[src/rtl/trace_pkg.sv]
// Shared trace-record definitions: record kinds, the record struct and the
// commit classification helper used by commit_trace_monitor.
package trace_pkg;

    localparam int TR_ADDR_W = 16;
    localparam int TR_DATA_W = 16;
    localparam int TR_REG_W  = 4;
    localparam int SEQ_W     = 32;

    typedef enum logic [2:0] {
        KIND_REG   = 3'd0,
        KIND_LOAD  = 3'd1,
        KIND_STORE = 3'd2,
        KIND_OTHER = 3'd3,
        KIND_HALT  = 3'd4
    } kind_e;

    typedef struct packed {
        kind_e                  kind;
        logic [SEQ_W-1:0]       seq;
        logic [TR_ADDR_W-1:0]   pc;
        logic [TR_ADDR_W-1:0]   addr;
        logic [TR_REG_W-1:0]    dst;
        logic [TR_DATA_W-1:0]   data;
    } trace_rec_t;

    // Halt outranks everything; a register-writing load is a LOAD, not a REG.
    function automatic kind_e classify(input logic halt, input logic regwrite,
                                       input logic memread, input logic memwrite);
        if (halt)                     return KIND_HALT;
        else if (regwrite && memread) return KIND_LOAD;
        else if (regwrite)            return KIND_REG;
        else if (memwrite)            return KIND_STORE;
        else                          return KIND_OTHER;
    endfunction

endpackage

[src/rtl/trace_fifo.sv]
// Synchronous FIFO for trace records; output is the registered head entry.
// Pointers carry one extra wrap bit so full and empty are distinguishable.
module trace_fifo #(
    parameter int DEPTH = 8,
    parameter int W     = 8
) (
    input  logic         clk,
    input  logic         rst,
    input  logic         push_i,
    input  logic [W-1:0] wr_data_i,
    input  logic         pop_i,
    output logic [W-1:0] rd_data_o,
    output logic         empty_o,
    output logic         full_o
);

    localparam int PW = $clog2(DEPTH);

    logic [W-1:0] mem_q [DEPTH];
    logic [PW:0]  wr_ptr_q, wr_ptr_d;
    logic [PW:0]  rd_ptr_q, rd_ptr_d;
    logic         do_push, do_pop;

    assign empty_o   = (wr_ptr_q == rd_ptr_q);
    assign full_o    = (wr_ptr_q[PW] != rd_ptr_q[PW]) &&
                       (wr_ptr_q[PW-1:0] == rd_ptr_q[PW-1:0]);
    assign rd_data_o = mem_q[rd_ptr_q[PW-1:0]];

    // A push into a full FIFO is legal when the head leaves in the same cycle.
    assign do_pop  = pop_i && !empty_o;
    assign do_push = push_i && (!full_o || do_pop);

    always_comb begin
        wr_ptr_d = wr_ptr_q;
        rd_ptr_d = rd_ptr_q;
        if (do_push) wr_ptr_d = wr_ptr_q + 1'b1;
        if (do_pop)  rd_ptr_d = rd_ptr_q + 1'b1;
    end

    always_ff @(posedge clk) begin
        if (rst) begin
            wr_ptr_q <= '0;
            rd_ptr_q <= '0;
        end else begin
            wr_ptr_q <= wr_ptr_d;
            rd_ptr_q <= rd_ptr_d;
        end
    end

    always_ff @(posedge clk) begin
        if (do_push) mem_q[wr_ptr_q[PW-1:0]] <= wr_data_i;
    end

endmodule

[src/rtl/commit_trace_monitor.sv]
// Turns the commit stream into sequenced trace records and tracks run status.
// Optional cycle watchdog (TIMEOUT state) compiled in with CTM_WATCHDOG_EN.
module commit_trace_monitor
    import trace_pkg::*;
#(
    parameter int ADDR_W     = 16,
    parameter int DATA_W     = 16,
    parameter int REG_W      = 4,
    parameter int DEPTH      = 8,
    parameter int MAX_CYCLES = 100000
) (
    input  logic              clk,
    input  logic              rst,
    input  logic              cm_valid,
    input  logic [ADDR_W-1:0] cm_pc,
    input  logic              cm_regwrite,
    input  logic [REG_W-1:0]  cm_dstreg,
    input  logic [DATA_W-1:0] cm_wdata,
    input  logic              cm_memread,
    input  logic              cm_memwrite,
    input  logic [ADDR_W-1:0] cm_addr,
    input  logic [DATA_W-1:0] cm_mdata,
    input  logic              cm_halt,
    output logic              out_valid,
    input  logic              out_ready,
    output logic [2:0]        out_kind,
    output logic [31:0]       out_seq,
    output logic [ADDR_W-1:0] out_pc,
    output logic [ADDR_W-1:0] out_addr,
    output logic [REG_W-1:0]  out_reg,
    output logic [DATA_W-1:0] out_data,
    output logic [31:0]       inst_count,
    output logic [31:0]       cycle_count,
    output logic              halted,
    output logic              done,
    output logic              timeout,
    output logic              overflow
);

    if (ADDR_W > TR_ADDR_W || DATA_W > TR_DATA_W || REG_W > TR_REG_W ||
        DEPTH < 2 || (DEPTH & (DEPTH - 1)) != 0 || MAX_CYCLES < 1) begin : g_param_chk
        $error("commit_trace_monitor: unsupported parameter set");
    end

`ifdef CTM_WATCHDOG_EN
    typedef enum logic [1:0] {ST_RUN, ST_DRAIN, ST_DONE, ST_TIMEOUT} state_e;
`else
    typedef enum logic [1:0] {ST_RUN, ST_DRAIN, ST_DONE} state_e;
`endif

    state_e      state_q, state_d;
    logic [31:0] inst_count_q, inst_count_d;
    logic [31:0] cycle_count_q, cycle_count_d;
    logic        overflow_q, overflow_d;

    kind_e       kind;
    trace_rec_t  wr_rec, rd_rec;
    logic        take, pop, fifo_empty, fifo_full;

    assign take = cm_valid && (state_q == ST_RUN);
    assign kind = classify(cm_halt, cm_regwrite, cm_memread, cm_memwrite);
    assign pop  = !fifo_empty && out_ready;

    always_comb begin
        wr_rec      = '0;
        wr_rec.kind = kind;
        wr_rec.seq  = inst_count_q;
        wr_rec.pc   = TR_ADDR_W'(cm_pc);
        wr_rec.addr = TR_ADDR_W'(cm_addr);
        wr_rec.dst  = TR_REG_W'(cm_dstreg);
        wr_rec.data = (kind == KIND_STORE) ? TR_DATA_W'(cm_mdata) : TR_DATA_W'(cm_wdata);
    end

    trace_fifo #(
        .DEPTH (DEPTH),
        .W     ($bits(trace_rec_t))
    ) u_fifo (
        .clk       (clk),
        .rst       (rst),
        .push_i    (take),
        .wr_data_i (wr_rec),
        .pop_i     (pop),
        .rd_data_o (rd_rec),
        .empty_o   (fifo_empty),
        .full_o    (fifo_full)
    );

    always_comb begin
        inst_count_d  = inst_count_q + {31'd0, take};
        cycle_count_d = (cycle_count_q == 32'hFFFF_FFFF) ? cycle_count_q : cycle_count_q + 32'd1;
        overflow_d    = overflow_q || (take && fifo_full && !pop);
        state_d       = state_q;
        case (state_q)
            ST_RUN: begin
                // A halt wins over the watchdog, and counts even if its record is dropped.
                if (take && kind == KIND_HALT) state_d = ST_DRAIN;
`ifdef CTM_WATCHDOG_EN
                else if (cycle_count_q >= 32'(MAX_CYCLES - 1)) state_d = ST_TIMEOUT;
`endif
            end
            ST_DRAIN: if (fifo_empty) state_d = ST_DONE;
            default:  state_d = state_q;
        endcase
    end

    always_ff @(posedge clk) begin
        if (rst) begin
            state_q       <= ST_RUN;
            inst_count_q  <= '0;
            cycle_count_q <= '0;
            overflow_q    <= 1'b0;
        end else begin
            state_q       <= state_d;
            inst_count_q  <= inst_count_d;
            cycle_count_q <= cycle_count_d;
            overflow_q    <= overflow_d;
        end
    end

    assign out_valid   = !fifo_empty;
    assign out_kind    = rd_rec.kind;
    assign out_seq     = rd_rec.seq;
    assign out_pc      = ADDR_W'(rd_rec.pc);
    assign out_addr    = ADDR_W'(rd_rec.addr);
    assign out_reg     = REG_W'(rd_rec.dst);
    assign out_data    = DATA_W'(rd_rec.data);
    assign inst_count  = inst_count_q;
    assign cycle_count = cycle_count_q;
    assign overflow    = overflow_q;
    assign halted      = (state_q == ST_DRAIN) || (state_q == ST_DONE);
    assign done        = (state_q == ST_DONE);
`ifdef CTM_WATCHDOG_EN
    assign timeout     = (state_q == ST_TIMEOUT);
`else
    assign timeout     = 1'b0;
`endif

endmodule

[config.mk]
export PLATFORM = sky130hd
export DESIGN_NAME = commit_trace_monitor
export DESIGN_NICKNAME = d
export VERILOG_FILES = /design/src/rtl/trace_pkg.sv /design/src/rtl/trace_fifo.sv /design/src/rtl/commit_trace_monitor.sv
export SDC_FILE = /design/constraint.sdc
export NUM_CORES = 1
export LEC_CHECK = 0
export CAP_MARGIN = 20
export CORE_ASPECT_RATIO = 1.1
export CORE_UTILIZATION = 30
export CTS_CLUSTER_DIAMETER = 60
export DETAILED_ROUTE_END_ITERATION = 8
export HOLD_SLACK_MARGIN = 0.02
export PLACE_DENSITY = 0.53
export SLEW_MARGIN = 20
export SYNTH_ARGS = -nofsm -noshare
export SYNTH_HDL_FRONTEND = slang
export SYNTH_SLANG_ARGS = --single-unit
[constraint.sdc]
create_clock -name clk -period 28 [get_ports clk]
set_clock_uncertainty 0.1 [all_clocks]
set_input_delay 5.6 -clock clk [delete_from_list [all_inputs] [get_ports clk]]
set_output_delay 5.6 -clock clk [all_outputs]
set_load 0.05 [all_outputs]
==> impl_metrics.tcl, run 1 <==
set metrics [dict create \
    drtAntennaViolNets 0 \
    timing.final.crit_share_pct 37.21 \
    ys_ff_latch 774 \
    regArea_um2 22470 \
    grt_pass1_vias 15727 \
    cts_setup_buffers 0 \
    insertion_delay_ps 630 \
    vias 14822 \
    initial_core_util_pct 30.41 \
    syn-num-nets 1589 \
    synth_area_leader_cell "edfxtp_1" \
    synth_area_leaders "edfxtp_1, mux4_2, dfxtp_1" \
    final_cell_count_no_fill 3118 \
    clk_path_buf_depth 3 \
    pwr_density_cell_nw_per_um2 87.48 \
    final_common_cell "edfxtp_1" \
    drt_wl_total_um 69730 \
    drt_iter0_markers 795 \
    dieHeight_um 334.8 \
    async_flop_share_pct 0 \
    wl_per_cell_um 22.36 \
    grt_use_total_pct 13.60 \
    yosysTopAreaCellShare_pct 69.20 \
    holdWs_ps 399.7 \
    status "completed" \
    cts_tree "yes" \
    setup_viol 0 \
    postCtsHoldBufs 0 \
    clkTransAtPathRegs_ps 50 \
    numCtsBuffers 87 \
    worstSetupPathType "flip-flop to primary output" \
    dp.cells 2955 \
    post-route-min-period_ps 10420 \
    worstMarginPinSlew_ps 1113 \
    peakVddDrop_mv 0.06020 \
    std_cell_rows 121 \
    core_area_um2 99320 \
    syn_inst 1504 \
    clock.fmax_mhz 95.98 \
    fin_nets 1839 \
    cts-root-buf "clkbuf_16" \
    synth.distinct_cells 53 \
    post-place-ws_ps 17650 \
    syn_area_um2 30200 \
    maxCapViolCount 0 \
    drive_above_1_share_pct 24.81 \
    synth-edff-count 696 \
    die_width_um 304.5 \
    grt_max_degree 83 \
    yosys_warnings 0 \
    grt_first_pass_wirelength_um 102900 \
    required_ps 22300 \
    min_path_type "flip-flop to flip-flop" \
    syn_area_per_cell_um2 20.08 \
    die-area_um2 102000 \
    h-tree-depth 3 \
    gp_congestion 0.7654 \
    finalWorstSetupSlack_ps 17580 \
    ctsResizeCount 0 \
    final_cell_mix "edfxtp_1, clkdlybuf4s50_1, mux4_2" \
    drc_errors 0 \
    grt_remaining_overflow 0 \
    fin_setup_tns_ps 0 \
    timing_hold_violations_final 0 \
    multi_input_area_um2 7219 \
    critical_path_arrival_ps 4720 \
    cp_max_fo 50 \
    fill_cells 9160 \
    avgViaCountPerCell 4.754 \
    start_kind "flip-flop" \
    end_kind "primary output" \
    antenna_found_initial 0 \
    synth_seq_area_share_pct 74.37 \
    leakage_uw 0.01095 \
    drtPass1Iterations 4 \
    ioPinCount 232 \
    area_delta_synth_final_pct 21.53 \
    slew_violations 0 \
    cts.sinks 774 \
    rsz0062_at_grt "no" \
    p_total_uw 3211 \
    yosys_most_used_dff "edfxtp_1" \
    io_buffers 230 \
    slew_headroom_pct 25.77 \
    dp_hpwl_um 38950 \
]
[worst paths after layout]
| kind | start | to | slack, ps | cells past startpoint |
|---|---|---|---|---|
| max | flip-flop | out_addr[5] | 17580 | 5 |
| min | overflow$_SDFF_PP0_ | overflow$_SDFF_PP0_ | 400 | 2 |
| max reg2reg | u_fifo.wr_ptr_q[0]$_SDFFE_PP0P_ | u_fifo.mem_q[0][33]$_DFFE_PP_ | 24500 | 7 |
| min reg2reg | overflow$_SDFF_PP0_ | overflow$_SDFF_PP0_ | 400 | 2 |
[cell usage after synthesis (all sizes together), types with 2 or more instances]
| cell | count |
|---|---|
| clkbuf | 43 |
| a21oi | 22 |
| o211ai | 2 |
| xor2 | 26 |
| inv | 15 |
| a31oi | 3 |
| and2 | 3 |
| mux2 | 106 |
| nor3b | 5 |
| or3 | 8 |
| nand2b | 2 |
| nand3b | 2 |
| nor4 | 6 |
| ha | 9 |
| nor2b | 6 |
| nand4 | 29 |
| nor3 | 11 |
| nor4b | 2 |
| dfxtp | 78 |
| a211oi | 3 |
| nor2 | 69 |
| edfxtp | 696 |
| nand3 | 24 |
| nand2 | 29 |
| or4 | 11 |
| xnor2 | 23 |
| and4 | 3 |
| o21ai | 9 |
| and3 | 4 |
| buf | 59 |
| mux4 | 174 |
| o31ai | 7 |
| mux2i | 3 |
[layer usage]
metal  vias to the layer above  wire length (µm)  track usage (%)
li1                       6602                 -                -
met1                      7802             30430            17.59
met2                       323             34100            22.64
met3                        95              3883            3.425
met4                         0              1323            3.697
met5                         -                 0                0
[stage by stage]
step	util, %	cell area (µm²)
after detailed placement	34.13	33900
after floorplan	-	30200
after global routing	36.96	36700
after global placement	34.13	33900
final	36.96	36710
after CTS	36.93	36680
[report_power, final]
part / switching (µW) / leakage (µW) / internal, µW
logic: 447 / 0.00286 / 321
registers: 36.5 / 0.00674 / 1310
clock network: 453 / 0.00135 / 641
[layout make-up]
cell class | instances | share of cell area (%)
Multi-Input combinational cell | 613 | 19.67
Tap cell | 1291 | 4.401
Clock inverter | 41 | 1.057
Sequential cell | 774 | 61.22
Clock buffer | 120 | 6.524
Timing Repair Buffer | 263 | 6.967
Antenna cell | 1 | 0.006817
Inverter | 15 | 0.1534
[sequential cells by signal, indices dropped and copies added (netlist names), named ones only]
signal,cells
u_fifo.rd_ptr_q,4
cycle_count,32
state_q,2
overflow,1
inst_count,32
u_fifo.wr_ptr_q,4
u_fifo.mem_q,696
[cells by family after synthesis]
kind of cell	share of synthesized area, %
AOI/OAI and AO/OA	1.040
xor gates and xnor gates	1.421
adders and majority gates	0.3728
buffers and inverters	1.930
DFF	74.37
muxes	17.03
other	0.01242
and+or+nand+nor	3.828
[worst max-delay path, cell delays in order (launching register included)]
cell and delay (ps):
dfxtp_4 890, buf_4 570, buf_4 840, mux4_2 600
mux2_2 280, clkdlybuf4s50_1 750
No activity file was read; power rests on OpenSTA's default activity.
==> inputs of run 2 (changes only) <==
--- a/config.mk
+++ b/config.mk
@@ -11,7 +11,7 @@
 export CTS_CLUSTER_DIAMETER = 60
 export DETAILED_ROUTE_END_ITERATION = 8
 export HOLD_SLACK_MARGIN = 0.02
-export PLACE_DENSITY = 0.53
+export PLACE_DENSITY = 0.54
 export SLEW_MARGIN = 20
 export SYNTH_ARGS = -nofsm -noshare
 export SYNTH_HDL_FRONTEND = slang
==> constraint.sdc (replaced) <==
create_clock -name clk -period 9 [get_ports clk]
set_clock_uncertainty 0.1 [all_clocks]
set_input_delay 1.8 -clock clk [delete_from_list [all_inputs] [get_ports clk]]
set_output_delay 1.8 -clock clk [all_outputs]
set_load 0.05 [all_outputs]
==> run 2 against run 1 <==
  * Worst hold slack lost 24 ps
  * Clock power rose to 3.2 times the previous value
  * Routed wire length grew 1.5%
  * Highest routed layer is now met5
  * Clock-buffer cell count decreased by 11
  * Largest power group unchanged
  * Utilization grew 0.055 points
  * Critical path type unchanged
==> impl_metrics.tcl, run 2 (synthesis results as in run 1) <==
set metrics [dict create \
    status "completed" \
    cp_num_buf_inv 2 \
    dp_hpwl_um 38830 \
    antennaDiodeCount 0 \
    start_kind "flip-flop" \
    setup_viol 0 \
    numCtsBuffers 87 \
    timing_hold_violations_final 0 \
    drt_iter0_markers 905 \
    slew_headroom_pct 22.69 \
    cts_tree "yes" \
    clkTransAtPathRegs_ps 60 \
    finalWorstSetupSlack_ps 3177 \
    cp_num_cells 4 \
    cp_cell_sequence "buf_4 > mux4_2 > mux2_2 > clkdlybuf4s50_1" \
    ff2ff_path_depth 7 \
    ioPinCount 232 \
    cts_setup_buffers 0 \
    dieHeight_um 334.8 \
    drt_wl_total_um 70810 \
    grt_util_met1_pct 18.00 \
    place_area_um2 33910 \
    io_buffers 230 \
    top_usage_layer "met2" \
    drive_above_1_share_pct 25.22 \
    worstMarginPinSlew_ps 1150 \
    slew_violations 0 \
    cts.sinks 774 \
    initial_core_util_pct 30.41 \
    maxCapViolCount 0 \
    rsz0062_at_grt "no" \
    peakVddDrop_mv 0.1511 \
    hold_depth 2 \
    core_area_um2 99320 \
    postCtsHoldBufs 0 \
    grt_max_degree 113 \
    grt_first_pass_wirelength_um 105500 \
    largest_reg_flops 696 \
    h-tree-depth 3 \
    required_ps 7100 \
    antenna_found_initial 1 \
    critical_path_arrival_ps 3920 \
    drtAntennaViolNets 0 \
    post-place-ws_ps 3646 \
    std_cell_rows 121 \
    drc_errors 0 \
    cp_max_fo 54 \
    ctsResizeCount 0 \
    final_cell_mix "edfxtp_1, clkdlybuf4s50_1, mux4_2" \
    post-route-min-period_ps 5823 \
    grt_use_total_pct 13.93 \
    clock.fmax_mhz 171.7 \
    crit_family "buffers and inverters" \
    min_path_type "flip-flop to flip-flop" \
    end_kind "primary output" \
    reg2reg_from "u_fifo.wr_ptr_q[0]$_SDFFE_PP0P_" \
    die_width_um 304.5 \
    final_common_cell "edfxtp_1" \
    vias 14872 \
    met3_usage_pct 3.533 \
    wl_per_cell_um 22.76 \
    fin_setup_tns_ps 0 \
    grt_remaining_overflow 0 \
    area_delta_synth_final_pct 21.72 \
    worstSetupPathType "flip-flop to primary output" \
    grt_pass1_vias 16067 \
    cp_slowest_cell "clkdlybuf4s50_1" \
    timing.final.crit_share_pct 64.70 \
    leakage_uw 0.01098 \
    clk_path_buf_depth 3 \
    avgViaCountPerCell 4.780 \
    slowest_delay_ps 850 \
    hp-start "overflow$_SDFF_PP0_" \
    final_area_um2 36760 \
    die-area_um2 102000 \
    insertion_delay_ps 640 \
    cts-root-buf "clkbuf_16" \
    gp_congestion 0.7854 \
    drtPass1Iterations 5 \
    fin_nets 1837 \
    grt_util_met2_pct 23.25 \
    pwr_density_cell_nw_per_um2 274.2 \
]
[run 2: through the flow]
step | cells | hold WS [ps] | util (%) | total power, µW
6_report | 3111 | 375.4 | 37.02 | 10080
5_1_grt | 3111 | 411.2 | 37.02 | 10470
4_1_cts | 3110 | 381.0 | 36.99 | 10230
3_5_place_dp | 2953 | 373.5 | 34.15 | 6718
3_3_place_gp | 2953 | 365.4 | 34.15 | 6697
2_1_floorplan | 1504 | 366.4 | - | 5981
[run 2: final cells by class]
cell class	count	area [µm²]
Fill cell	9104	62550
Inverter	15	56.30
Timing Repair Buffer	261	2575
Clock buffer	109	2352
Multi-Input combinational cell	613	7221
Sequential cell	774	22470
Clock inverter	48	469.2
Tap cell	1291	1615
[run 2: path summary, 6_finish.rpt]
kind / slack (ps) / to
worst max-delay path: 3180 / out_seq[29]
worst min-delay path: 380 / overflow$_SDFF_PP0_
worst max register to register: 5180 / u_fifo.mem_q[6][5]$_DFFE_PP_
worst min register to register: 380 / overflow$_SDFF_PP0_
[run 2: power breakdown]
group | switching, µW | internal (µW) | total, µW
registers | 87.5 | 4080 | 4170
clock network | 1420 | 2060 | 3480
logic | 1430 | 1010 | 2430
[run 2: per-layer routing]
metal	vias up	wire [µm]
met1	7875	31230
met5	-	13
met4	2	1129
met2	316	34620
li1	6589	-
met3	90	3812
[run 2: worst reg2reg max path, stage by stage, from the launching register on]
cell	delay (ps)
dfxtp_1	610
xnor2_1	160
and3_1	260
a21oi_1	310
nand2_1	220
nor3b_2	220
buf_4	580
buf_4	900
==> inputs of run 3 (changes only) <==
==> constraint.sdc (replaced) <==
create_clock -name clk -period 5.05 [get_ports clk]
set_clock_uncertainty 0.1 [all_clocks]
set_input_delay 1.01 -clock clk [delete_from_list [all_inputs] [get_ports clk]]
set_output_delay 1.01 -clock clk [all_outputs]
set_load 0.05 [all_outputs]
==> run 3 against run 2 <==
  * Critical path type unchanged
  * Setup slack worse by 2500 ps
  * Utilization is 0.14 points higher
  * Routed wire length is 1.4% lower
  * Die area stayed put
  * Total power is 76% higher
  * Via count is 0.64% higher
  * Flip-flop and latch count stayed put
  * Clock power is 70% higher
  * Combinational power is 82% higher
  * Cell area is 0.37% higher
==> impl_metrics.tcl, run 3 (synthesis results as in run 1) <==
set metrics [dict create \
    grt_util_met2_pct 22.88 \
    peakVddDrop_mv 0.2671 \
    clock.fmax_mhz 230.1 \
    worstMarginPinSlew_ps 1040 \
    die-area_um2 102000 \
    required_ps 3940 \
    timing.final.crit_share_pct 86.04 \
    timing.rr.end "u_fifo.mem_q[6][52]$_DFFE_PP_" \
    min_path_type "flip-flop to flip-flop" \
    fin_nets 1842 \
    top_usage_layer "met2" \
    fin_setup_tns_ps 0 \
    die_width_um 304.5 \
    ff2ff_path_depth 6 \
    dp_hpwl_um 38600 \
    drt_iter0_markers 935 \
    post-route-min-period_ps 4345 \
    leakage_uw 0.01098 \
    gp_congestion 0.7675 \
    status "completed" \
    io_buffers 230 \
    dieHeight_um 334.8 \
    insertion_delay_ps 650 \
    ioPinCount 232 \
    avgViaCountPerCell 4.802 \
    drive_above_1_share_pct 24.53 \
    drtAntennaViolNets 0 \
    holdPathEnd "u_fifo.mem_q[2][55]$_DFFE_PP_" \
    final_cell_mix "edfxtp_1, clkdlybuf4s50_1, mux4_2" \
    post-place-ws_ps 1247 \
    vias 14967 \
    reg2reg_from "u_fifo.wr_ptr_q[0]$_SDFFE_PP0P_" \
    grt_util_met1_pct 17.60 \
    finalWorstSetupSlack_ps 704.9 \
    worstSetupPathType "flip-flop to primary output" \
    h-tree-depth 3 \
    pwr_density_cell_nw_per_um2 480.5 \
    antennaDiodeCount 0 \
    final_area_um2 36900 \
    initial_core_util_pct 30.41 \
    grt_pass1_vias 16127 \
    cts.sinks 774 \
    wl_per_cell_um 22.39 \
    antenna_found_initial 0 \
    drtPass1Iterations 4 \
    grt_first_pass_wirelength_um 104400 \
    rrSetupSlack_ps 1800 \
    slew_violations 0 \
    cp_max_fo 51 \
    ctsResizeCount 0 \
    postCtsHoldBufs 0 \
    rsz0062_at_grt "no" \
    std_cell_rows 121 \
    grt_max_degree 128 \
    end_kind "primary output" \
    setup_viol 0 \
    final_common_cell "edfxtp_1" \
    drt_wl_total_um 69800 \
    slew_headroom_pct 30.42 \
    largest_reg_flops 696 \
    core_area_um2 99320 \
    grt_use_total_pct 13.76 \
    timing_hold_violations_final 0 \
    cts-root-buf "clkbuf_16" \
    start_kind "flip-flop" \
    hold_depth 0 \
    area_delta_synth_final_pct 22.16 \
    numCtsBuffers 86 \
    cts_setup_buffers 0 \
    met3_usage_pct 3.754 \
    clk_path_buf_depth 3 \
    p_total_uw 17730 \
    place_area_um2 34230 \
    clkTransAtPathRegs_ps 60 \
    maxCapViolCount 0 \
    drc_errors 0 \
    critical_path_arrival_ps 3240 \
    hp-start "inst_count[3]$_SDFF_PP0_" \
    grt_remaining_overflow 0 \
    cts_tree "yes" \
]
run 3: cell count changes in the layout (fill, tap and decap cells not counted), moves of 3 or more:
cell / previous run / this run
buf_4: 28 / 16
bufinv_16: 7 / 3
clkbuf_1: 15 / 24
clkinvlp_4: 5 / 2
clkinv_1: 10 / 18
clkinv_2: 18 / 8
buf_12: 2 / 20
inv_6: 2 / 5
run 3: area by class of cell:
type                    count  area, µm²
clock buffers             114       2308
clock inverters            43      355.3
fillers                  9131      62420
inverters                  15      56.30
multi-input cells         613       7266
flip-flops and latches    774      22470
well taps                1291       1615
repair buffers            267       2823
run 3: stage by stage:
| step | utilization [%] | std cells | hold slack, ps |
|---|---|---|---|
| floorplan | - | 1504 | 366.4 |
| detailed placement | 34.47 | 2960 | 379.1 |
| finish | 37.15 | 3117 | 417.5 |
| CTS | 37.15 | 3117 | 411.9 |
| global route | 37.15 | 3117 | 425.6 |
| global placement | 34.46 | 2959 | 382.5 |
run 3: routing by layer:
metal	part of all wire [%]	wire length, µm
met1	43	29970
met2	49	34330
met3	6.4	4437
met4	1.5	1072
met5	0	0
run 3: worst max-delay path, cell delays in order, from the launching register on:
cell and delay (ps):
dfxtp_4 510, buf_12 340, mux4_2 570, mux2_2 270, clkdlybuf4s50_1 740
run 3: where the power goes:
group / switching [µW] / leakage (µW) / total, µW / internal, µW
sequential: 121 / 0.00674 / 7390 / 7270
clock: 2520 / 0.00129 / 5910 / 3390
combinational: 2570 / 0.00295 / 4430 / 1860
run 3: worst max path at each step:
| stage | from | end | slack [ps] |
|---|---|---|---|
| floorplan | cm_valid | u_fifo.mem_q[1][0]$_DFFE_PP_ | -1710 |
| global placement | out_ready | u_fifo.mem_q[6][12]$_DFFE_PP_ | 1280 |
| detailed placement | cm_valid | u_fifo.mem_q[3][32]$_DFFE_PP_ | 1250 |
| CTS | flip-flop | out_seq[15] | 590 |
| global route | flip-flop | out_data[2] | 530 |
| finish | flip-flop | out_data[2] | 700 |
